[config.mk]
export PLATFORM = sky130hd
export DESIGN_NAME = uart_rx_frame_ctrl
export DESIGN_NICKNAME = d
export VERILOG_FILES = /design/src/rtl/uart_rx_frame_ctrl_pkg.sv /design/src/rtl/uart_rx_frame_ctrl_timeout.sv /design/src/rtl/uart_rx_frame_ctrl.sv
export SDC_FILE = /design/constraint.sdc
export NUM_CORES = 1
export LEC_CHECK = 0
export BUFFER_PORTS_ARGS = -buffer_cell sky130_fd_sc_hd__buf_4
export CAP_MARGIN = 15
export CORE_MARGIN = 3
export CORE_UTILIZATION = 60
export DETAILED_ROUTE_END_ITERATION = 6
export PLACE_DENSITY = 0.91
export SYNTH_ARGS = -nofsm -noshare
export SYNTH_HDL_FRONTEND = slang
export SYNTH_HIERARCHICAL = 1
export SYNTH_SLANG_ARGS = --single-unit
[constraint.sdc]
create_clock -name sys_clk -period 4.8 [get_ports sys_clk]
set_input_delay 1.2 -clock sys_clk [delete_from_list [all_inputs] [get_ports sys_clk]]
set_output_delay 1.2 -clock sys_clk [all_outputs]
set_load 0.01 [all_outputs]
[src/rtl/uart_rx_frame_ctrl_pkg.sv]
// Shared definitions for the UART command-frame sequencer: FSM states,
// error codes and default header bytes.
package uart_rx_frame_ctrl_pkg;

    typedef enum logic [2:0] {
        ST_IDLE = 3'd0,
        ST_H1   = 3'd1,
        ST_CMD  = 3'd2,
        ST_LEN  = 3'd3,
        ST_PAY  = 3'd4,
        ST_CSUM = 3'd5
    } state_e;

    typedef enum logic [1:0] {
        ERR_NONE = 2'b00,
        ERR_LEN  = 2'b01,
        ERR_CSUM = 2'b10,
        ERR_TMO  = 2'b11
    } err_e;

    localparam logic [7:0] HDR0_DEF = 8'h55;
    localparam logic [7:0] HDR1_DEF = 8'hAA;

endpackage

[src/rtl/uart_rx_frame_ctrl_timeout.sv]
// Inter-byte idle watchdog: counts cycles while a frame is open and pulses
// expired when TIMEOUT_CYC cycles pass without an accepted byte.
module uart_frame_timeout #(
    parameter int TIMEOUT_CYC = 50_000
) (
    input  logic sys_clk,
    input  logic sys_rst,
    input  logic run,
    input  logic clr,
    output logic expired
);

    localparam int CNT_W = $clog2(TIMEOUT_CYC + 1);

    logic [CNT_W-1:0] cnt_q;
    logic [CNT_W-1:0] cnt_d;
    logic             at_limit;

    assign at_limit = (cnt_q == CNT_W'(TIMEOUT_CYC - 1));

    // A byte arriving in the limit cycle wins over the timeout.
    assign expired = run && !clr && at_limit;

    always_comb begin
        // NOTE: every signal assigned in a combinational block gets a default first so no latch is inferred.
        cnt_d = cnt_q;
        if (!run || clr || at_limit) begin
            cnt_d = '0;
        end else begin
            cnt_d = cnt_q + CNT_W'(1);
        end
    end

    always_ff @(posedge sys_clk or negedge sys_rst) begin
        // NOTE: sequential state uses non-blocking assignments so every flop samples pre-edge values.
        if (!sys_rst) begin
            cnt_q <= '0;
        end else begin
            cnt_q <= cnt_d;
        end
    end

endmodule

[src/rtl/uart_rx_frame_ctrl.sv]
// Turns the receiver byte stream into HDR0 HDR1 CMD LEN PAYLOAD CSUM frames,
// streams payload to a buffer and reports each frame as valid or errored.
module uart_rx_frame_ctrl
    import uart_rx_frame_ctrl_pkg::*;
#(
    parameter int         CLK_FREQ    = 50_000_000,
    parameter int         TIMEOUT_CYC = CLK_FREQ / 1000,
    parameter int         MAX_LEN     = 32,
    parameter int         ADDR_W      = 5,
    parameter logic [7:0] HDR0        = HDR0_DEF,
    parameter logic [7:0] HDR1        = HDR1_DEF
) (
    input  logic              sys_clk,
    input  logic              sys_rst,
    input  logic              rx_done,
    input  logic [7:0]        rx_data,
    output logic              wr_en,
    output logic [ADDR_W-1:0] wr_addr,
    output logic [7:0]        wr_data,
    output logic              frame_valid,
    output logic              frame_err,
    output logic [1:0]        err_code,
    output logic [7:0]        frame_cmd,
    output logic [7:0]        frame_len,
    output logic              busy
);

    state_e            state_q, state_d;
    logic              rx_done_dly_q, rx_done_dly_d;
    logic [7:0]        cmd_q, cmd_d;
    logic [7:0]        len_q, len_d;
    logic [7:0]        csum_q, csum_d;
    logic [ADDR_W-1:0] idx_q, idx_d;

    logic              wr_en_q, wr_en_d;
    logic [ADDR_W-1:0] wr_addr_q, wr_addr_d;
    logic [7:0]        wr_data_q, wr_data_d;
    logic              frame_valid_q, frame_valid_d;
    logic              frame_err_q, frame_err_d;
    err_e              err_code_q, err_code_d;
    logic [7:0]        frame_cmd_q, frame_cmd_d;
    logic [7:0]        frame_len_q, frame_len_d;
    logic              busy_q, busy_d;

    logic accept;
    logic expired;
    logic len_too_big;
    logic last_pay;
    logic csum_ok;

    // Rising edge of the strobe only, so a long rx_done pulse is one byte.
    assign accept      = rx_done && !rx_done_dly_q;
    assign len_too_big = (rx_data > 8'(MAX_LEN));
    assign last_pay    = (8'(idx_q) == (len_q - 8'd1));
    assign csum_ok     = (rx_data == csum_q);

    uart_frame_timeout #(
        .TIMEOUT_CYC (TIMEOUT_CYC)
    ) u_timeout (
        .sys_clk (sys_clk),
        .sys_rst (sys_rst),
        .run     (state_q != ST_IDLE),
        .clr     (accept),
        .expired (expired)
    );

    always_ff @(posedge sys_clk or negedge sys_rst) begin
        if (!sys_rst) begin
            state_q       <= ST_IDLE;
            rx_done_dly_q <= 1'b0;
            cmd_q         <= '0;
            len_q         <= '0;
            csum_q        <= '0;
            idx_q         <= '0;
            wr_en_q       <= 1'b0;
            wr_addr_q     <= '0;
            wr_data_q     <= '0;
            frame_valid_q <= 1'b0;
            frame_err_q   <= 1'b0;
            err_code_q    <= ERR_NONE;
            frame_cmd_q   <= '0;
            frame_len_q   <= '0;
            busy_q        <= 1'b0;
        end else begin
            state_q       <= state_d;
            rx_done_dly_q <= rx_done_dly_d;
            cmd_q         <= cmd_d;
            len_q         <= len_d;
            csum_q        <= csum_d;
            idx_q         <= idx_d;
            wr_en_q       <= wr_en_d;
            wr_addr_q     <= wr_addr_d;
            wr_data_q     <= wr_data_d;
            frame_valid_q <= frame_valid_d;
            frame_err_q   <= frame_err_d;
            err_code_q    <= err_code_d;
            frame_cmd_q   <= frame_cmd_d;
            frame_len_q   <= frame_len_d;
            busy_q        <= busy_d;
        end
    end

    always_comb begin
        state_d       = state_q;
        rx_done_dly_d = rx_done;
        cmd_d         = cmd_q;
        len_d         = len_q;
        csum_d        = csum_q;
        idx_d         = idx_q;
        if (accept) begin
            unique case (state_q)
                ST_IDLE: begin
                    if (rx_data == HDR0) state_d = ST_H1;
                end
                ST_H1: begin
                    if (rx_data == HDR1)      state_d = ST_CMD;
                    else if (rx_data == HDR0) state_d = ST_H1;
                    else                      state_d = ST_IDLE;
                end
                ST_CMD: begin
                    cmd_d   = rx_data;
                    csum_d  = rx_data;
                    state_d = ST_LEN;
                end
                ST_LEN: begin
                    len_d  = rx_data;
                    csum_d = csum_q + rx_data;
                    if (rx_data == 8'd0) begin
                        state_d = ST_CSUM;
                    end else if (len_too_big) begin
                        state_d = ST_IDLE;
                    end else begin
                        state_d = ST_PAY;
                        idx_d   = '0;
                    end
                end
                ST_PAY: begin
                    csum_d = csum_q + rx_data;
                    if (last_pay) begin
                        state_d = ST_CSUM;
                    end else begin
                        idx_d = idx_q + ADDR_W'(1);
                    end
                end
                ST_CSUM: state_d = ST_IDLE;
                default: state_d = ST_IDLE;
            endcase
        end else if (expired) begin
            state_d = ST_IDLE;
        end
    end

    always_comb begin
        wr_en_d       = 1'b0;
        wr_addr_d     = wr_addr_q;
        wr_data_d     = wr_data_q;
        frame_valid_d = 1'b0;
        frame_err_d   = 1'b0;
        err_code_d    = err_code_q;
        frame_cmd_d   = frame_cmd_q;
        frame_len_d   = frame_len_q;
        busy_d        = (state_d != ST_IDLE);
        if (accept) begin
            unique case (state_q)
                ST_LEN: begin
                    if (len_too_big) begin
                        frame_err_d = 1'b1;
                        err_code_d  = ERR_LEN;
                    end
                end
                ST_PAY: begin
                    wr_en_d   = 1'b1;
                    wr_addr_d = idx_q;
                    wr_data_d = rx_data;
                end
                ST_CSUM: begin
                    if (csum_ok) begin
                        frame_valid_d = 1'b1;
                        frame_cmd_d   = cmd_q;
                        frame_len_d   = len_q;
                    end else begin
                        frame_err_d = 1'b1;
                        err_code_d  = ERR_CSUM;
                    end
                end
                default: ;
            endcase
        end else if (expired) begin
            frame_err_d = 1'b1;
            err_code_d  = ERR_TMO;
        end
    end

    assign wr_en       = wr_en_q;
    assign wr_addr     = wr_addr_q;
    assign wr_data     = wr_data_q;
    assign frame_valid = frame_valid_q;
    assign frame_err   = frame_err_q;
    assign err_code    = err_code_q;
    assign frame_cmd   = frame_cmd_q;
    assign frame_len   = frame_len_q;
    assign busy        = busy_q;

endmodule

# After elaboration in Yosys (flattened, before gate mapping)
# Cells that the tools add are included.
[classes]
reduce_logical = 23
add_sub_neg = 4
n_eq_ne = 16
order_cmp = 1
n_shift = 0
muxes = 30
n_mul = 0
bitwise_logic = 0
div_mod_pow = 0
[op_table]
columns = ["cell", "count"]
rows = [
  ["$mux 3", 6],
  ["$add 16x1->16 const B", 1],
  ["$eq 16x16->1 const B", 1],
  ["$mux 16", 1],
  ["$pmux 8 s2", 1],
  ["$mux 5", 3],
  ["$pmux 3 s5", 1],
  ["$mux 1", 10],
  ["$mux 2", 5],
  ["$pmux 5 s2", 1],
  ["$ne 3x3->1 const B", 3],
  ["$add 8x8->8", 1],
  ["$eq 5x8->1", 1],
  ["$eq 8x7->1 const B", 1],
  ["$eq 8x8->1", 1],
  ["$eq 8x8->1 const B", 1],
  ["$gt 8x6->1 const B", 1],
  ["$logic_not 8->1", 1],
  ["$reduce_and 2->1", 4],
  ["$sub 8x1->8 const B", 1],
  ["$eq 3x2->1 const B", 2],
  ["$eq 3x3->1 const B", 2],
  ["$ne 2x2->1 const B", 3],
  ["$reduce_bool 2->1", 3],
  ["13 further kinds", 19],
]
[word_totals]
mem_count = 0
mem_bits_ro = 0
inputBits = 11
output_inout_bits = 35
ram_bits = 0
ff_bits = 84
latchBits = 0
word_cells = 90

# Longest topological paths before layout
# Gate-level depths: netlist (run 1).
[logic_depth]
depth_word = 8
depth_mapped = 9

# Modules after synthesis
# The synthesis (run 1) kept the hierarchy.
[by_module_without_submodules]
columns = ["mod", "instances", "cells_per_inst", "area_per_inst_um2"]
rows = [
  ["uart_rx_frame_ctrl", 1, 292, 3319.4],
  ["uart_frame_timeout", 1, 82, 928.4],
]

# Worst setup path before layout (run 1)
# OpenSTA, ideal clock, no wires.
[synth_timing]
path_type = "input -> register"
start = "input port rx_data[5]"
end = "register frame_cmd_q[0] (netlist: frame_cmd[0])"
arrival_ns = 2.964
stages = 6
n_path_buf = 1
slack_ns = 1.711
setup_time_ns = 0.125
path_cell_list = "ha_1 > nor4_1 > nand4_1 > nor2_1 > buf_2 > mux2_2"
[synth_between]
elab_chain_cells = 2
[synth_rtl]
columns = ["element", "line_no", "text"]
rows = [
  ["from (decl)", "uart_rx_frame_ctrl.sv:16", "input logic [7:0] rx_data,"],
  ["$eq 8x8->1", "uart_rx_frame_ctrl.sv:55", "assign csum_ok = (rx_data == csum_q);"],
  ["$reduce_and 3->1 (no line)", "n/a", ""],
  ["to (signal assigned)", "uart_rx_frame_ctrl.sv:97", "frame_cmd_q <= frame_cmd_d;"],
  ["to (decl)", "uart_rx_frame_ctrl.sv:41", "logic [7:0] frame_cmd_q, frame_cmd_d;"],
]
# Every way passes these cells.
# A chain may end at the register's enable or synchronous reset.

# Worst setup path in the final report (run 1)
[layout_timing]
start = "input port rx_done"
end = "register idx_q[0]"
[layout_between]
elab_chain_cells = 2
[layout_rtl]
columns = ["element", "line_no", "text"]
rows = [
  ["from (decl)", "uart_rx_frame_ctrl.sv:15", "input logic rx_done,"],
  ["$logic_and 1x1->1", "uart_rx_frame_ctrl.sv:52", "assign accept = rx_done && !rx_done_dly_q;"],
  ["$reduce_and 5->1 (no line)", "n/a", ""],
  ["to (signal assigned)", "uart_rx_frame_ctrl.sv:90", "idx_q <= idx_d;"],
  ["to (decl)", "uart_rx_frame_ctrl.sv:33", "logic [ADDR_W-1:0] idx_q, idx_d;"],
]
# Every way passes these cells.

==> metrics, run 1 <==
status completed; std cell rows 30; crit path max fanout 16; post-CTS setup repair buffer count 0; min Tclk post-route 2980 ps; Int Pwr ~0.0012 W; Top delay family on crit path simple AND/OR/NAND/NOR gates; CP max-delay cell nand2_1; number of buffers created by CTS 9; Pins Over Slew Limit 0; clock sink count 84; initial antenna violation count 0; Buf/Inv on CP 1; CTS tree done; Clk network pwr share 0.282; total number of vias 3,018; Core Region just under 7000 um2; Synth Flop Type dfrtp_1; largest net degree at the start of global routing 85; Area after DPL approximately 4600 um2; R2R Path End idx_q[0]; crit path to idx_q[0]; post-layout instance area about 4800 um2; I/O Buffers 45; worst hold slack 511 ps; synth warn 6; Initial Util 0.622; Chip Height 90.1 um; RSZ-0062 raised after global routing false; DR WL/cell 16.7 um; setup violators final 0; nets@finish 440; first-pass GRT wire length 14.8 mm; gr ovfl total 0; Detailed Route Iter0 Violations around 160; Hold Fails Final Rpt 0; Critical Path End Type register; share of cells above drive strength 1 0.300; post-synthesis sequential element count 84; post-CTS sizing 0; ant diodes 0; Seq pwr share 0.476; Tcrit/Tclk final 0.621; Crit path largest cell delay roughly 600 ps; MaxCap Viol Count 0; switching portion of total power 0.334; post-synthesis cell type count slightly above 60; relative slew slack 0.301; R2R setup slack approximately 2200 ps; pre-CTS setup slack 1460 ps; Peak Freq roughly 340 MHz; Critical Path Source rx_done; Least-Margin Pin Slew 1040 ps; Reg-to-Reg Start state_q[2]; number of synthesized flops with an enable pin 0; drt drc 0; Hold Path Class reg -> reg; number of global-route vias before repair between 3,000 and 4,000; Async S/R FF share, synth 1.00; htree depth 3; Setup CP Type in -> reg; Detail Placement HPWL between 5 and 6 mm; sequential area share after synthesis 0.495; WP data arrival approximately 3200 ps; GR Util All Layers 0.227; Mapped Cells about 370; Clock Latency Late Sink 370 ps; Area Growth Syn to Fin 14.1%; DR pass1 iterations 4; Netlist Area Pre-Place approximately 4200 um2; worst path required time about 5100 ps; Final Wtd Congestion 0.852; routed wire length a little under 9 mm; clock skew roughly 10 ps; CTS Buffer Depth 2; Worst path depth 7; vias per cell 5.82; Peak VDD IR 0.343 mV; P_sw approximately 0.0006 W; Root Driver clkbuf_8; Syn Nets 396; R2R depth 6; fin util 0.709; Comb pwr share 0.242; Ports 46; Post-CTS Hold Buffers 0; Power Density between 300 and 400 nW/um2; CP Cell Sequence buf_4, nor2b_1, nand2_1, o31ai_4, nand2_2, nor2_2, mux2_2; Die Wd roughly 90 um; Syn Area/Cell between 10 and 15 um2; Fin Setup TNS 0 ps; CP Launch Type input port; remaining antenna violation count 0; Leak ~2.3 nW; clock slew at reported path FFs roughly 100 ps; filler instances 455; post-route worst setup slack roughly 1800 ps; die area a little over 8000 um2
## cells in the final DEF, fill, tap and decap left out, types with 11 or more instances in the layout
| master | Yosys | final |
|---|---|---|
| buf_4 | 0 | 46 |
| dfrtp_1 | 84 | 84 |
| inv_1 | 12 | 12 |
| mux2_2 | 44 | 44 |
| nand2_1 | 21 | 21 |
| nand3_1 | 11 | 11 |
| nor2_1 | 39 | 39 |
| nor3_1 | 13 | 13 |
| o21ai_0 | 15 | 15 |
| xnor2_1 | 17 | 17 |
## routing by layer
| layer | track usage | wire length [um] |
|---|---|---|
| met5 | 0 | 0 |
| met4 | 0.102 | 159 |
| met3 | 0.0410 | 376 |
| met2 | 0.375 | 4370 |
| met1 | 0.293 | 3790 |
## per-stage QoR
stage	total power (W)	std cells
after detailed placement	0.00130	503
after CTS	0.00181	519
after global routing	0.00190	519
after global placement	0.00127	503
after floorplan	0.00114	374
final	0.00180	519
## kinds of logic (layout without fill, tap and decap cells)
| kind of cell | count (synthesis) | count (layout) | synth area share |
|---|---|---|---|
| mux | 47 | 47 | 0.124 |
| xor+xnor | 24 | 24 | 0.0495 |
| flops | 84 | 84 | 0.495 |
| compound gates | 49 | 49 | 0.0813 |
| simple gates | 134 | 134 | 0.190 |
| fa+ha+maj | 11 | 11 | 0.0342 |
| buf+inv | 25 | 74 | 0.0265 |
## power groups by stage
stage | sequential, W | clock (W) | combinational, W
final | 0.000858 | 0.000509 | 0.000436
after global routing | 0.000868 | 0.000544 | 0.000487
after CTS | 0.000856 | 0.000516 | 0.000436
after detailed placement | 0.000867 | 0 | 0.000429
after global placement | 0.000863 | 0 | 0.000406
after floorplan | 0.000866 | 0 | 0.000269
## Yosys cell counts, types with 3 or more instances
library cell,n,area (um2)
dfrtp_1,84,2100
a21oi_1,7,35.0
xor2_1,7,61.3
nor2b_1,7,43.8
nor3_1,13,65.1
o31ai_1,5,37.5
nand2b_1,4,25.0
nand4_1,6,37.5
and2_1,3,18.8
ha_1,10,125
nor4_2,3,37.5
nand2_1,21,78.8
nand3_1,11,55.1
or3_1,3,18.8
a22oi_1,3,22.5
mux2i_1,3,30.0
xnor2_1,17,149
clkbuf_1,8,30.0
mux2_2,44,495
inv_1,12,45.0
nor2_1,39,146
o21ai_0,15,75.1
nor2_2,3,18.8
## sequential cells by signal, summed over array words and instances, names as in the netlist
| register | cells |
|---|---|
| frame_err | 1 |
| wr_en | 1 |
| frame_valid | 1 |
| idx_q | 5 |
| frame_cmd | 8 |
| csum_q | 8 |
| state_q | 3 |
| wr_addr | 5 |
| len_q | 8 |
| wr_data | 8 |
| busy | 1 |
| cmd_q | 8 |
| frame_len | 8 |
| rx_done_dly_q | 1 |
| u_timeout/cnt_q | 16 |
| err_code | 2 |
## worst min-delay path by stage
stage          startpoint         to  slack, ps  cells past startpoint
2_1_floorplan    cmd_q[1]   cmd_q[1]        440                      2
3_3_place_gp     cmd_q[1]   cmd_q[1]        470                      2
3_5_place_dp    csum_q[0]  csum_q[0]        490                      2
4_1_cts         csum_q[0]  csum_q[0]        510                      2
5_1_grt          cmd_q[5]   cmd_q[5]        530                      1
6_report        csum_q[0]  csum_q[0]        510                      2
## cell type report
| cell class | count | area, um2 | area share |
|---|---|---|---|
| clock buffer | 9 | 124 | 0.0256 |
| clock inverter | 7 | 76.3 | 0.0158 |
| inverter | 12 | 45.0 | 0.00930 |
| multi-input combinational | 265 | 2030 | 0.420 |
| sequential | 84 | 2100 | 0.434 |
| tap | 96 | 120 | 0.0248 |
| timing repair buffer | 46 | 345 | 0.0713 |
## worst min-delay path, cell delays in order (launching register included)
cell,delay [ps]
dfrtp_1,370
nand2_1,50
o21ai_0,60
Note: power is estimated with default switching activity, not from simulation.
==> inputs of run 2 (changes only) <==
- ABC_AREA: not set -> 1
- CORE_UTILIZATION: 60 -> 59
- PLACE_DENSITY: 0.91 -> 0.9
- clock period: 4.8 -> 2.8 ns (I/O delays scaled with it)
==> run 2 against run 1 <==
  * The flow now finishes with violations (design-rule violations)
  * Worst hold slack worse by 180 ps
  * Critical path depth up 3
  * Critical endpoint is now err_code[1]
  * Wire length up 13%
  * First-iteration DRC count up 100%
  * Synthesized area up 2.4%
  * Global-route usage up 1.8 points
  * Sequential share of layout area down 1.3 points
==> metrics, run 2 <==
Peak Freq 481 MHz; Initial Util 0.623 (was 0.622); initial antenna violation count 0 (unchanged); ant diodes 0 (unchanged); MaxCap Viol Count 0 (unchanged); Post-CTS Hold Buffers 0 (unchanged); vias per cell 5.42 (was 5.82); Power Density 781 nW/um2 (was 372 nW/um2); post-synthesis cell type count 37 (was 61); clock skew 13.0 ps (was 10.0 ps); remaining antenna violation count 0 (unchanged); filler instances 528 (was 455); Fin Setup TNS 0 ps (unchanged); number of synthesized flops with an enable pin 0 (unchanged); failing checks design-rule violations; htree depth 3 (unchanged); Synth top cells by count nand2_1, dfrtp_1, inv_1, nor2_1, o21ai_0 (was dfrtp_1, mux2_2, nor2_1); worst hold slack 333 ps (was 511 ps); CP Launch Type input port (unchanged); Clock Latency Late Sink 370 ps (about the same); Hold Fails Final Rpt 0 (unchanged); Critical Path End Type register (unchanged); Peak VDD IR 0.504 mV (was 0.343 mV); Chip Height 91.8 um (was 90.1 um); clock sink count 84 (unchanged); commonest non-fill, non-tap cell in the layout nand2_1 (was dfrtp_1); worst path required time 3070 ps (was 5060 ps); post-CTS setup repair buffer count 0 (unchanged); nets@finish 614 (was 440); commonest non-fill, non-tap cells in the layout nand2_1, dfrtp_1, inv_1, nor2_1, buf_4 (was dfrtp_1, buf_4, mux2_2); Pins Over Slew Limit 0 (unchanged); total number of vias 3,755 (was 3,018); die area 8440 um2 (was 8130 um2); RSZ-0062 raised after global routing false (unchanged); number of buffers created by CTS 9 (unchanged); Syn Area/Cell 8.02 um2 (was 11.4 um2); most area-consuming cells after synthesis dfrtp_1, nand2_1, inv_1 (was dfrtp_1, mux2_2, xnor2_1); GR Util All Layers 0.245 (was 0.227); Setup CP Type in -> reg (unchanged); largest net degree at the start of global routing 45 (was 85); Least-Margin Pin Slew 572 ps (was 1040 ps); gr ovfl total 0 (unchanged); relative slew slack 0.619 (was 0.301); Biggest register u_timeout/cnt_q (unchanged); clock slew at reported path FFs 100 ps (about the same); Detail Placement HPWL 7.05 mm (was 5.95 mm); I/O Buffers 45 (unchanged); Final Wtd Congestion 0.947 (was 0.852); Core Region 6980 um2 (was 6830 um2); Syn Nets 564 (was 396); cell with the most instances after synthesis nand2_1 (was dfrtp_1); std cell rows 30 (unchanged); CTS tree done (unchanged); Netlist Area Pre-Place 4350 um2 (was 4250 um2); Yosys top cell area share 0.483 (was 0.495); Hold Path Class in -> async (was reg -> reg); Die Wd 91.8 um (was 90.1 um); number of global-route vias before repair 3,615 (was 3,113); Detailed Route Iter0 Violations 317 (was 158); DR WL/cell 14.1 um (was 16.7 um); routed wire length 9.78 mm (was 8.69 mm); Synth area leader dfrtp_1 (unchanged); share of cells above drive strength 1 0.161 (was 0.300); status finished, violations left (was completed); Ports 46 (unchanged); Root Driver clkbuf_8 (unchanged); Leak 2.50 nW (was 2.26 nW); first-pass GRT wire length 16.6 mm (was 14.8 mm); drt drc 1 (was 0); Synth Flop Type dfrtp_1 (unchanged); min Tclk post-route just over 2000 ps; post-synthesis sequential element count 84 (unchanged); WP data arrival 2350 ps (was 3240 ps); DR pass1 iterations 7 (was 4); Area Growth Syn to Fin 15.0% (was 14.1%); setup violators final 0 (unchanged); post-CTS sizing 0 (unchanged); synth warn 6 (unchanged); Mapped Cells 542 (was 374); Async S/R FF share, synth 1.00 (unchanged); sequential area share after synthesis 0.483 (was 0.495); CTS Buffer Depth 2 (unchanged); crit path max fanout 27 (was 16); Tcrit/Tclk final 0.743; max reg flops 16 (unchanged)
-- run 2: cell types whose count changed after synthesis, moves of 9 or more --
cell     change
nand3_1     +19
mux2_2      -44
o21ai_2      +9
nand2_1    +153
inv_1       +45
xnor2_1     -12
o21ai_0     +21
nor3_1      -10
nor2_1      +18
-- run 2: cells by family after synthesis --
group,after synthesis,share of synthesized area
fa+ha+maj,11,0.0334
buf+inv,71,0.0694
compound gates,73,0.0978
flops,84,0.483
xor+xnor,10,0.0201
simple gates,293,0.296
-- run 2: final cells by class --
| type | instances | area [um2] | area share |
|---|---|---|---|
| clock inverters | 7 | 104 | 0.0208 |
| multi-input cells | 387 | 1940 | 0.389 |
| clock buffers | 9 | 124 | 0.0248 |
| inverters | 63 | 239 | 0.0478 |
| flip-flops and latches | 84 | 2100 | 0.421 |
| repair buffers | 47 | 365 | 0.0731 |
| well taps | 96 | 120 | 0.0240 |
-- run 2: worst max-delay path, cell delays in order --
cell     delay [ps]
buf_4           140
ha_1            320
inv_1           120
nand2_1         100
nor4_4          260
nand3_4         350
nand3_2         210
inv_2            50
nand2_1          50
nand2_1          50
-- run 2: worst paths after layout --
path / start / to / slack [ps] / depth (start not counted)
setup / recovery: rx_data[6] / err_code[1] / 720 / 10
hold / removal: sys_rst / csum_q[4] / 330 / 1
setup reg to reg: csum_q[6] / err_code[1] / 810 / 9
hold reg to reg: wr_addr[2] / wr_addr[2] / 490 / 2
max in group asynchronous: sys_rst / len_q[1] / 1870 / 2
min in group sys_clk: rx_done / rx_done_dly_q / 450 / 1
-- run 2: routing by layer --
layer	part of all wire	track usage	up-vias
li1	-	-	1830
met1	0.43	0.322	1741
met5	0	0	-
met2	0.48	0.400	157
met4	0.023	0.0879	0
met3	0.064	0.0558	27
-- run 2: metrics by stage --
| stage | cells | worst slack [ps] | utilization | power (W) | cell area, um2 |
|---|---|---|---|---|---|
| 4_1_cts | 693 | 741 | 0.716 | 0.00391 | 5000 |
| 3_3_place_gp | 677 | 398 | 0.683 | 0.00283 | 4770 |
| 6_report | 693 | 720 | 0.716 | 0.00390 | 5000 |
| 3_5_place_dp | 677 | 353 | 0.683 | 0.00291 | 4770 |
| 5_1_grt | 693 | 545 | 0.716 | 0.00417 | 5000 |
| 2_1_floorplan | 542 | 765 | - | 0.00249 | 4350 |
-- run 2: power breakdown --
| group | internal, W | total (W) | leakage, nW | switching, W |
|---|---|---|---|---|
| clock | 0.000516 | 0.000994 | 0.115 | 0.000477 |
| combinational | 0.000470 | 0.00123 | 1.28 | 0.000761 |
| sequential | 0.00149 | 0.00168 | 1.10 | 0.000190 |
